**config.mk**
```make
export PLATFORM = sky130hd
export DESIGN_NAME = hist_equalizer
export DESIGN_NICKNAME = d
export VERILOG_FILES = /design/src/rtl/hist_equalizer.sv
export SDC_FILE = /design/constraint.sdc
export NUM_CORES = 2
export LEC_CHECK = 0
export ABC_AREA = 1
export ABC_CLOCK_PERIOD_IN_PS = 17900
export CAP_MARGIN = 10
export CORE_UTILIZATION = 55
export DETAILED_ROUTE_END_ITERATION = 10
export GPL_ROUTABILITY_DRIVEN = 0
export PLACE_DENSITY = 0.71
export SLEW_MARGIN = 20
export SYNTH_ARGS = -nofsm -noshare
export SYNTH_HDL_FRONTEND = slang
export SYNTH_SLANG_ARGS = --single-unit
```
**constraint.sdc**
```tcl
create_clock -name iPclk -period 17.9 [get_ports iPclk]
set_clock_uncertainty 0.05 [all_clocks]
set_input_delay 1.79 -clock iPclk [delete_from_list [all_inputs] [get_ports iPclk]]
set_output_delay 1.79 -clock iPclk [all_outputs]
set_load 0.03 [all_outputs]
```
**src/rtl/hist_equalizer.sv**
```systemverilog
// Histogram equaliser: builds a 256-entry mapping LUT from the streamed cumulative histogram,
// swaps it in at frame start and remaps grey pixels. Optional feature macro: HIST_EQ_BYPASS_EN.
module hist_equalizer #(
    parameter int TOTAL_LOG2 = 10,
    parameter int CUM_W      = 20
) (
    input  logic             iPclk,
    input  logic             iRST,
    input  logic             Fval,
    input  logic             Dval,
    input  logic [11:0]      Grey,
    input  logic             iCum_Valid,
    input  logic [7:0]       iCum_Bin,
    input  logic [CUM_W-1:0] iCum,
`ifdef HIST_EQ_BYPASS_EN
    input  logic             iBypass,
`endif
    output logic             oDval,
    output logic [11:0]      oGrey_Eq,
    output logic [15:0]      oWr1_Data,
    output logic [15:0]      oWr2_Data,
    output logic             oLut_Valid,
    output logic             oLoad_Err
);

    typedef enum logic [1:0] {
        ST_IDLE  = 2'd0,
        ST_LOAD  = 2'd1,
        ST_READY = 2'd2
    } state_t;

    localparam logic [CUM_W+7:0] ENTRY_MAX = (CUM_W+8)'(255);

    state_t           state_q, state_d;
    logic [7:0]       exp_bin_q, exp_bin_d;
    logic             fval_q, fval_d;
    logic             wr_en_q, wr_en_d;
    logic [7:0]       wr_addr_q, wr_addr_d;
    logic [7:0]       wr_data_q, wr_data_d;
    logic             active_q, active_d;
    logic             lut_valid_q, lut_valid_d;
    logic             load_err_q, load_err_d;
    logic             dval1_q, dval1_d, dval2_q, dval2_d, dval_o_q, dval_o_d;
    logic [11:0]      grey1_q, grey1_d, grey2_q, grey2_d, grey_eq_q, grey_eq_d;
    logic             byp1_q, byp1_d, byp2_q, byp2_d;
    logic             use_lut2_q, use_lut2_d;
    logic [7:0]       lut_rd_q, lut_rd_d;
    logic [15:0]      wr1_q, wr1_d, wr2_q, wr2_d;
    logic [7:0]       lut_mem [0:511];

    logic             fval_rise_s, bin_match_s, last_bin_s;
    logic             wr_en_s, abort_s, swap_s, byp_s;
    logic [CUM_W+7:0] prod_s, scaled_s;
    logic [7:0]       entry_s;

`ifdef HIST_EQ_BYPASS_EN
    assign byp_s = iBypass;
`else
    assign byp_s = 1'b0;
`endif

    assign fval_rise_s = Fval & ~fval_q;
    assign bin_match_s = iCum_Valid & (iCum_Bin == exp_bin_q);
    assign last_bin_s  = bin_match_s & (exp_bin_q == 8'd255);

    // Truncating scale of the cumulative count to 0..255 with saturation
    always_comb begin
        prod_s   = {8'd0, iCum} * {{CUM_W{1'b0}}, 8'd255};
        scaled_s = prod_s >> TOTAL_LOG2;
        if (scaled_s > ENTRY_MAX) begin
            entry_s = 8'hFF;
        end else begin
            entry_s = scaled_s[7:0];
        end
    end

    // Load FSM next state; a bin-255 word beats a coincident Fval rise
    always_comb begin
        state_d   = state_q;
        exp_bin_d = exp_bin_q;
        case (state_q)
            ST_IDLE: begin
                if (iCum_Valid && (iCum_Bin == 8'd0)) begin
                    state_d   = ST_LOAD;
                    exp_bin_d = 8'd1;
                end else begin
                    exp_bin_d = 8'd0;
                end
            end
            ST_LOAD: begin
                if (last_bin_s) begin
                    state_d   = ST_READY;
                    exp_bin_d = 8'd0;
                end else if (fval_rise_s || iCum_Valid && !bin_match_s) begin
                    state_d   = ST_IDLE;
                    exp_bin_d = 8'd0;
                end else if (bin_match_s) begin
                    exp_bin_d = exp_bin_q + 8'd1;
                end else begin
                    exp_bin_d = exp_bin_q;
                end
            end
            ST_READY: begin
                if (fval_rise_s) begin
                    state_d = ST_IDLE;
                end else begin
                    state_d = ST_READY;
                end
                exp_bin_d = 8'd0;
            end
            default: begin
                state_d   = ST_IDLE;
                exp_bin_d = 8'd0;
            end
        endcase
    end

    // Load FSM outputs
    always_comb begin
        wr_en_s = 1'b0;
        abort_s = 1'b0;
        swap_s  = 1'b0;
        case (state_q)
            ST_IDLE:  wr_en_s = iCum_Valid & (iCum_Bin == 8'd0);
            ST_LOAD: begin
                wr_en_s = last_bin_s | (bin_match_s & ~fval_rise_s);
                abort_s = ~last_bin_s & (fval_rise_s | (iCum_Valid & ~bin_match_s));
            end
            ST_READY: swap_s = fval_rise_s;
            default:  wr_en_s = 1'b0;
        endcase
    end

    // Bank control, write staging and the pixel pipeline
    always_comb begin
        fval_d      = Fval;
        wr_en_d     = wr_en_s;
        wr_addr_d   = iCum_Bin;
        wr_data_d   = entry_s;
        active_d    = swap_s ? ~active_q : active_q;
        lut_valid_d = swap_s | lut_valid_q;
        if (swap_s) begin
            load_err_d = 1'b0;
        end else begin
            load_err_d = load_err_q | abort_s;
        end
        dval1_d    = Dval;
        grey1_d    = Grey;
        byp1_d     = byp_s;
        dval2_d    = dval1_q;
        grey2_d    = grey1_q;
        byp2_d     = byp1_q;
        // Valid flag is sampled with the read so in-flight pixels keep their bank's meaning
        use_lut2_d = lut_valid_q;
        lut_rd_d   = lut_mem[{active_q, grey1_q[11:4]}];
        dval_o_d   = dval2_q;
        if (!dval2_q) begin
            grey_eq_d = 12'd0;
        end else if (use_lut2_q && !byp2_q) begin
            grey_eq_d = {lut_rd_q, lut_rd_q[7:4]};
        end else begin
            grey_eq_d = grey2_q;
        end
        wr1_d = {1'b0, grey_eq_d[11:7], grey_eq_d[11:2]};
        wr2_d = {1'b0, grey_eq_d[6:2], grey_eq_d[11:2]};
    end

    // State and pipeline registers
    always_ff @(posedge iPclk or posedge iRST) begin
        if (iRST) begin
            state_q     <= ST_IDLE;
            exp_bin_q   <= 8'd0;
            fval_q      <= 1'b0;
            wr_en_q     <= 1'b0;
            wr_addr_q   <= 8'd0;
            wr_data_q   <= 8'd0;
            active_q    <= 1'b0;
            lut_valid_q <= 1'b0;
            load_err_q  <= 1'b0;
            dval1_q     <= 1'b0;
            grey1_q     <= 12'd0;
            byp1_q      <= 1'b0;
            dval2_q     <= 1'b0;
            grey2_q     <= 12'd0;
            byp2_q      <= 1'b0;
            use_lut2_q  <= 1'b0;
            lut_rd_q    <= 8'd0;
            dval_o_q    <= 1'b0;
            grey_eq_q   <= 12'd0;
            wr1_q       <= 16'd0;
            wr2_q       <= 16'd0;
        end else begin
            state_q     <= state_d;
            exp_bin_q   <= exp_bin_d;
            fval_q      <= fval_d;
            wr_en_q     <= wr_en_d;
            wr_addr_q   <= wr_addr_d;
            wr_data_q   <= wr_data_d;
            active_q    <= active_d;
            lut_valid_q <= lut_valid_d;
            load_err_q  <= load_err_d;
            dval1_q     <= dval1_d;
            grey1_q     <= grey1_d;
            byp1_q      <= byp1_d;
            dval2_q     <= dval2_d;
            grey2_q     <= grey2_d;
            byp2_q      <= byp2_d;
            use_lut2_q  <= use_lut2_d;
            lut_rd_q    <= lut_rd_d;
            dval_o_q    <= dval_o_d;
            grey_eq_q   <= grey_eq_d;
            wr1_q       <= wr1_d;
            wr2_q       <= wr2_d;
        end
    end

    // Shadow-bank write; the active bank is never the target
    always_ff @(posedge iPclk) begin
        if (wr_en_q) begin
            lut_mem[{~active_q, wr_addr_q}] <= wr_data_q;
        end
    end

    assign oDval      = dval_o_q;
    assign oGrey_Eq   = grey_eq_q;
    assign oWr1_Data  = wr1_q;
    assign oWr2_Data  = wr2_q;
    assign oLut_Valid = lut_valid_q;
    assign oLoad_Err  = load_err_q;

endmodule

```
# Word level (Yosys, flattened, before mapping)
# Memories as Yosys holds them, arrays and structs flattened. A register that Yosys moved wholly into a read port is not among the register bits.
# Index checks and enable logic that the tools add are counted.
dict set report word_totals {
  output_inout_bits 47
  ramBits 4096
  reg_bits 101
  n_memories 1
  wordCells 71
}
# memory words width read_ports rd_ports_with_merged_regs wr line
set mem_list {}
lappend mem_list {lut_mem 512 8 1 1 1 49} ;# logic [7:0] lut_mem [0:511];
dict set report op_classes {
  mul 1
  n_lt_le_gt_ge 1
  n_eq_ne 7
  mux 19
  add_sub_neg 1
  reduce_logical 7
  bitwise 16
}
# op n
set ops {}
lappend ops {{8-bit two-way mux} 4}
lappend ops {{20-bit by 8-bit multiplier with 28-bit output (second input constant)} 1}
lappend ops {{12-bit two-way mux} 2}
lappend ops {{18-bit by 8-bit greater-than comparator with 1-bit output (second input constant)} 1}
lappend ops {{8-bit case mux with 2 select lines} 1}
lappend ops {{8-bit by 1-bit adder with 8-bit output (second input constant)} 1}
lappend ops {{8-bit == test} 1}
lappend ops {{8-bit == test (second input constant)} 1}
lappend ops {{8-bit logical NOT} 1}
lappend ops {{2-bit two-way mux} 4}
lappend ops {{1-bit AND} 7}
lappend ops {{1-bit two-way mux} 6}
lappend ops {{2-bit case mux with 3 select lines} 1}
lappend ops {{1-bit NOT} 5}
lappend ops {{4-bit != test (second input constant)} 1}
lappend ops {{1-bit bitwise OR} 4}
lappend ops {{3-bit != test (second input constant)} 1}
lappend ops {{2-bit by 1-bit == test with 1-bit output (second input constant)} 1}
lappend ops {{2-bit == test (second input constant)} 1}
lappend ops {{1-bit logical AND} 2}
lappend ops {{2-bit logical NOT} 1}
lappend ops {{2-bit != test (second input constant)} 1}
lappend ops {{1-bit case mux with 2 select lines} 1}
lappend ops {{2-bit AND reduction} 1}
lappend ops {{other kinds (2)} 2}

# Logic depth before layout (Yosys ltp)
dict set report depth {
  word_depth 9
  mapped_depth 22
  depth_no_buf 22
}

# Worst setup path after synthesis
# OpenSTA, ideal clock, no wires.
dict set report synth_path {
  path_kind {reg2reg}
  from {register wr_data_q[0]}
  to {memory lut_mem[0][0], data pin}
  required_ps 16448
  stages_incl_launch_ff 1
  setup_time_ps 1402
  arrival_ps 6050
  path_buffers 0
  setup_slack_ps 10399
  cell_sequence {dfrtp_1}
}
# element line
set synth_rtl {}
lappend synth_rtl {{start, declared} 39} ;# logic [7:0] wr_data_q, wr_data_d;
lappend synth_rtl {{start signal, assigned} 198} ;# wr_data_q <= wr_data_d;
lappend synth_rtl {{end, declared} 49}
# Straight into the memory's write port.

==> impl_metrics.env <==
export IMPL_cts_sinks=4175
export IMPL_start_util_pct=55.28
export IMPL_grt_pass1_vias=107300
export IMPL_slew_headroom_pct=-28.28
export IMPL_pre_cts_slack_ps=11270
export IMPL_grt_overflow_total=0
export IMPL_seq_area_frac_synth_pct=71.78
export IMPL_cts_buffers=410
export IMPL_fin_nets=14470
export IMPL_grt_max_degree=310
export IMPL_rrSetupSlack_ps=11070
export IMPL_layout_common_cells="4264 x nand2_1, 4101 x nand3_1, 4096 x edfxtp_1, 561 x nor2_1, 417 x clkbuf_16"
export IMPL_cts_resized=0
export IMPL_port_buffer_count=89
export IMPL_syn_inst=14630
export IMPL_cp_top_family="buffers and inverters"
export IMPL_cp_end_kind="flip-flop"
export IMPL_violations="slew limit"
export IMPL_irDropWorstVdd_v=0.00008885
export IMPL_dieHeight_um=564.6
export IMPL_syn_to_final_growth_pct=8.393
export IMPL_setup_tns_final_ps=0
export IMPL_finalNonFillerCells=18790
export IMPL_fin_crit_sh_pct=38.18
export IMPL_seqPwrFrac_pct=50.8
export IMPL_crit_start="grey1_q[4]"
export IMPL_worst_slack_ps=11070
export IMPL_slowest_stage="buf_4"
export IMPL_synth_avg_cell_area_um2=11.90
export IMPL_drcViolationCount=0
export IMPL_wl_per_cell_um=24.51
export IMPL_p_sw_uw=5086
export IMPL_htreeDepth=5
export IMPL_worst_setup_path_start_kind="flip-flop"
export IMPL_syn_area_mm2=0.1741
export IMPL_worstSetupPathType="flip-flop to flip-flop"
export IMPL_critPathArrivalTime_ps=7710
export IMPL_slew_violations=155
export IMPL_fin_area_mm2=0.1887
export IMPL_die_w_um=564.6
export IMPL_grt_setup_unrepaired="false"
export IMPL_hold_viol=0
export IMPL_fmax_ghz=0.1463
export IMPL_yosys_cell_types_count=42
export IMPL_cp_data_required_time_ps=18780
export IMPL_cts_path_max_buffers=4
export IMPL_synth_seq_cells=4175
export IMPL_clkTransAtPathRegs_ps=60
export IMPL_timing_hold_ws_ps=297.8
export IMPL_status="finished with violations"
export IMPL_core_area_mm2=0.3150
export IMPL_power_density_mw_per_mm2=111.7
export IMPL_max_cap_violations=0
export IMPL_p_clk_share_pct=40.1
export IMPL_grt_use_total_pct=28.54
export IMPL_dp_hpwl_um=254500
export IMPL_ys_warn_count=0
export IMPL_placed_cell_area_mm2=0.1756
export IMPL_finalSetupViolCount=0
export IMPL_r2r_start="grey1_q[4]"
export IMPL_cts_root_buf="clkbuf_16"
export IMPL_grt_pass1_wl_um=684700
export IMPL_min_path_type="flip-flop to flip-flop"
export IMPL_tightest_slew_ps=1924
export IMPL_pin_count=92
export IMPL_cts_tree="built"
export IMPL_vias=114100
export IMPL_sw_frac_of_total_pct=24.13
export IMPL_slowest_delay_ps=740
export IMPL_clkLatencyLatePin_ps=990
export IMPL_cpMostUsedCell="nand3_1"
export IMPL_antenna_left=0
export IMPL_fillers=24040
export IMPL_drtPass1Iterations=8
export IMPL_fp_dieArea_mm2=0.3188
export IMPL_p_int_uw=15990
export IMPL_crit_chain="clkinv_16 > buf_12 > buf_4 > buf_4 > buf_12 > nand2_1 > nand3_1 > nand3_1 > nand3_1 > nand3_1 > nand3_1 > nand3_1 > nand3_1 > nand3_1 > nand2_1"
export IMPL_leakage_uw=0.07190
export IMPL_min_from="grey1_q[3]"
export IMPL_p_comb_share_pct=9.1
export IMPL_antenna_found_initial=11
export IMPL_cts_hold_buffers_added=0
export IMPL_vias_per_cell=6.074
export IMPL_layout_commonest_cell="nand2_1"
export IMPL_path_max_fanout=309
export IMPL_crit_buf_inv=5
export IMPL_drive_above_1_share_pct=5.445
export IMPL_fp_row_count=206
export IMPL_drt_first_iter_violations=15880
export IMPL_post_cts_setup_buffers=0
export IMPL_place_inst=18030
export IMPL_finalWirelength_um=460500
export IMPL_min_period_ps=6834
[cells in the mapped netlist]
cell      number  area (um^2)
a21boi_0       1        7.510
a21o_1         1        7.510
a21oi_1       42        210.2
a21oi_2        1        8.760
a31oi_1        1        6.260
and2_1         1        6.260
buf_1         98        367.9
buf_12         1        20.02
buf_2        455         2277
buf_4        111        833.3
buf_6        202         2275
buf_8          2        30.03
clkbuf_1     147        551.8
clkbuf_4       2        15.01
conb_1         1        3.750
dfrtp_1       79         1977
edfxtp_1    4096       123000
fa_1          89         1782
ha_1          46        575.6
inv_1        200        750.7
inv_2          4        15.01
inv_4          1        6.260
inv_6          1        8.760
nand2_1     4279        16060
nand3_1     4101        20520
nand3b_1       3        22.52
nand4_1       19        118.9
nor2_1       563         2113
nor2_2         3        18.77
nor3_1        14        70.07
nor3_2         2        20.02
nor3_4         1        16.27
nor4_1         2        12.51
o21a_1         1        7.510
o21ai_0       26        130.1
o21ai_1        2        10.01
o21bai_1       4        30.03
o22ai_1        1        6.260
or2_1          2        12.51
or2_2          1        6.260
xnor2_1        9        78.83
xor2_1        12        105.1
[cell type report]
cell class,instances,area [um^2],share of cell area [%]
diodes,6,15.01,0.007956
multi-input cells,9229,42120,22.32
flip-flops and latches,4175,125000,66.25
clock buffers,531,11060,5.862
clock inverters,215,2027,1.074
inverters,206,842.1,0.4462
well taps,4160,5205,2.758
repair buffers,264,2405,1.274
[final timing paths]
| kind | cells past startpoint | to |
|---|---|---|
| hold / removal | 0 | grey2_q[3] |
| hold reg to reg | 0 | grey2_q[3] |
| setup reg to reg | 15 | lut_rd_q[1] |
| min in group asynchronous | 2 | wr_addr_q[7] |
| setup / recovery | 15 | lut_rd_q[1] |
| max in group asynchronous | 3 | grey1_q[5] |
[metal layers]
metal | vias to the layer above | global-route usage [%] | wire length, um
met5 | - | 0 | 38
li1 | 51000 | - | -
met3 | 1027 | 4.665 | 49340
met1 | 55430 | 40.48 | 177900
met2 | 6633 | 44.43 | 214100
met4 | 6 | 11.39 | 19100
[per-stage QoR]
step	util, %	total power (uW)
6_report	59.91	21080
5_1_grt	59.91	21660
4_1_cts	59.90	21080
3_5_place_dp	55.75	12800
3_3_place_gp	55.75	12800
2_1_floorplan	-	12290
[worst reg2reg max path, delay by kind of cell (launching register included)]
kind	cells	cell delay (ps)
buffers and inverters	5	3940
DFF	1	700
and+or+nand+nor	10	2100
[flip-flops by register name, indices dropped and copies added (netlist names), 2 cells and up]
register,cells
grey2_q,12
exp_bin_q,8
lut_mem,4096
state_q,2
wr_addr_q,8
grey1_q,12
lut_rd_q,8
wr_data_q,8
oGrey_Eq,11
[logic make-up after synthesis]
logic type,Yosys count,share of synthesized area (%)
buf+inv,1224,4.107
compound gates,80,0.2436
other cells,1,0.002154
fa+ha+maj,135,1.354
xor+xnor,21,0.1056
flops,4175,71.78
simple gates,8991,22.40
[power by group through the flow]
stage / sequential [uW] / combinational [uW] / clock [uW]
finish: 10700 / 1920 / 8450
global route: 10700 / 2100 / 8850
CTS: 10700 / 1900 / 8470
detailed placement: 10900 / 1890 / 0
global placement: 10900 / 1880 / 0
floorplan: 11000 / 1340 / 0
No activity file was read; power rests on OpenSTA's default activity.
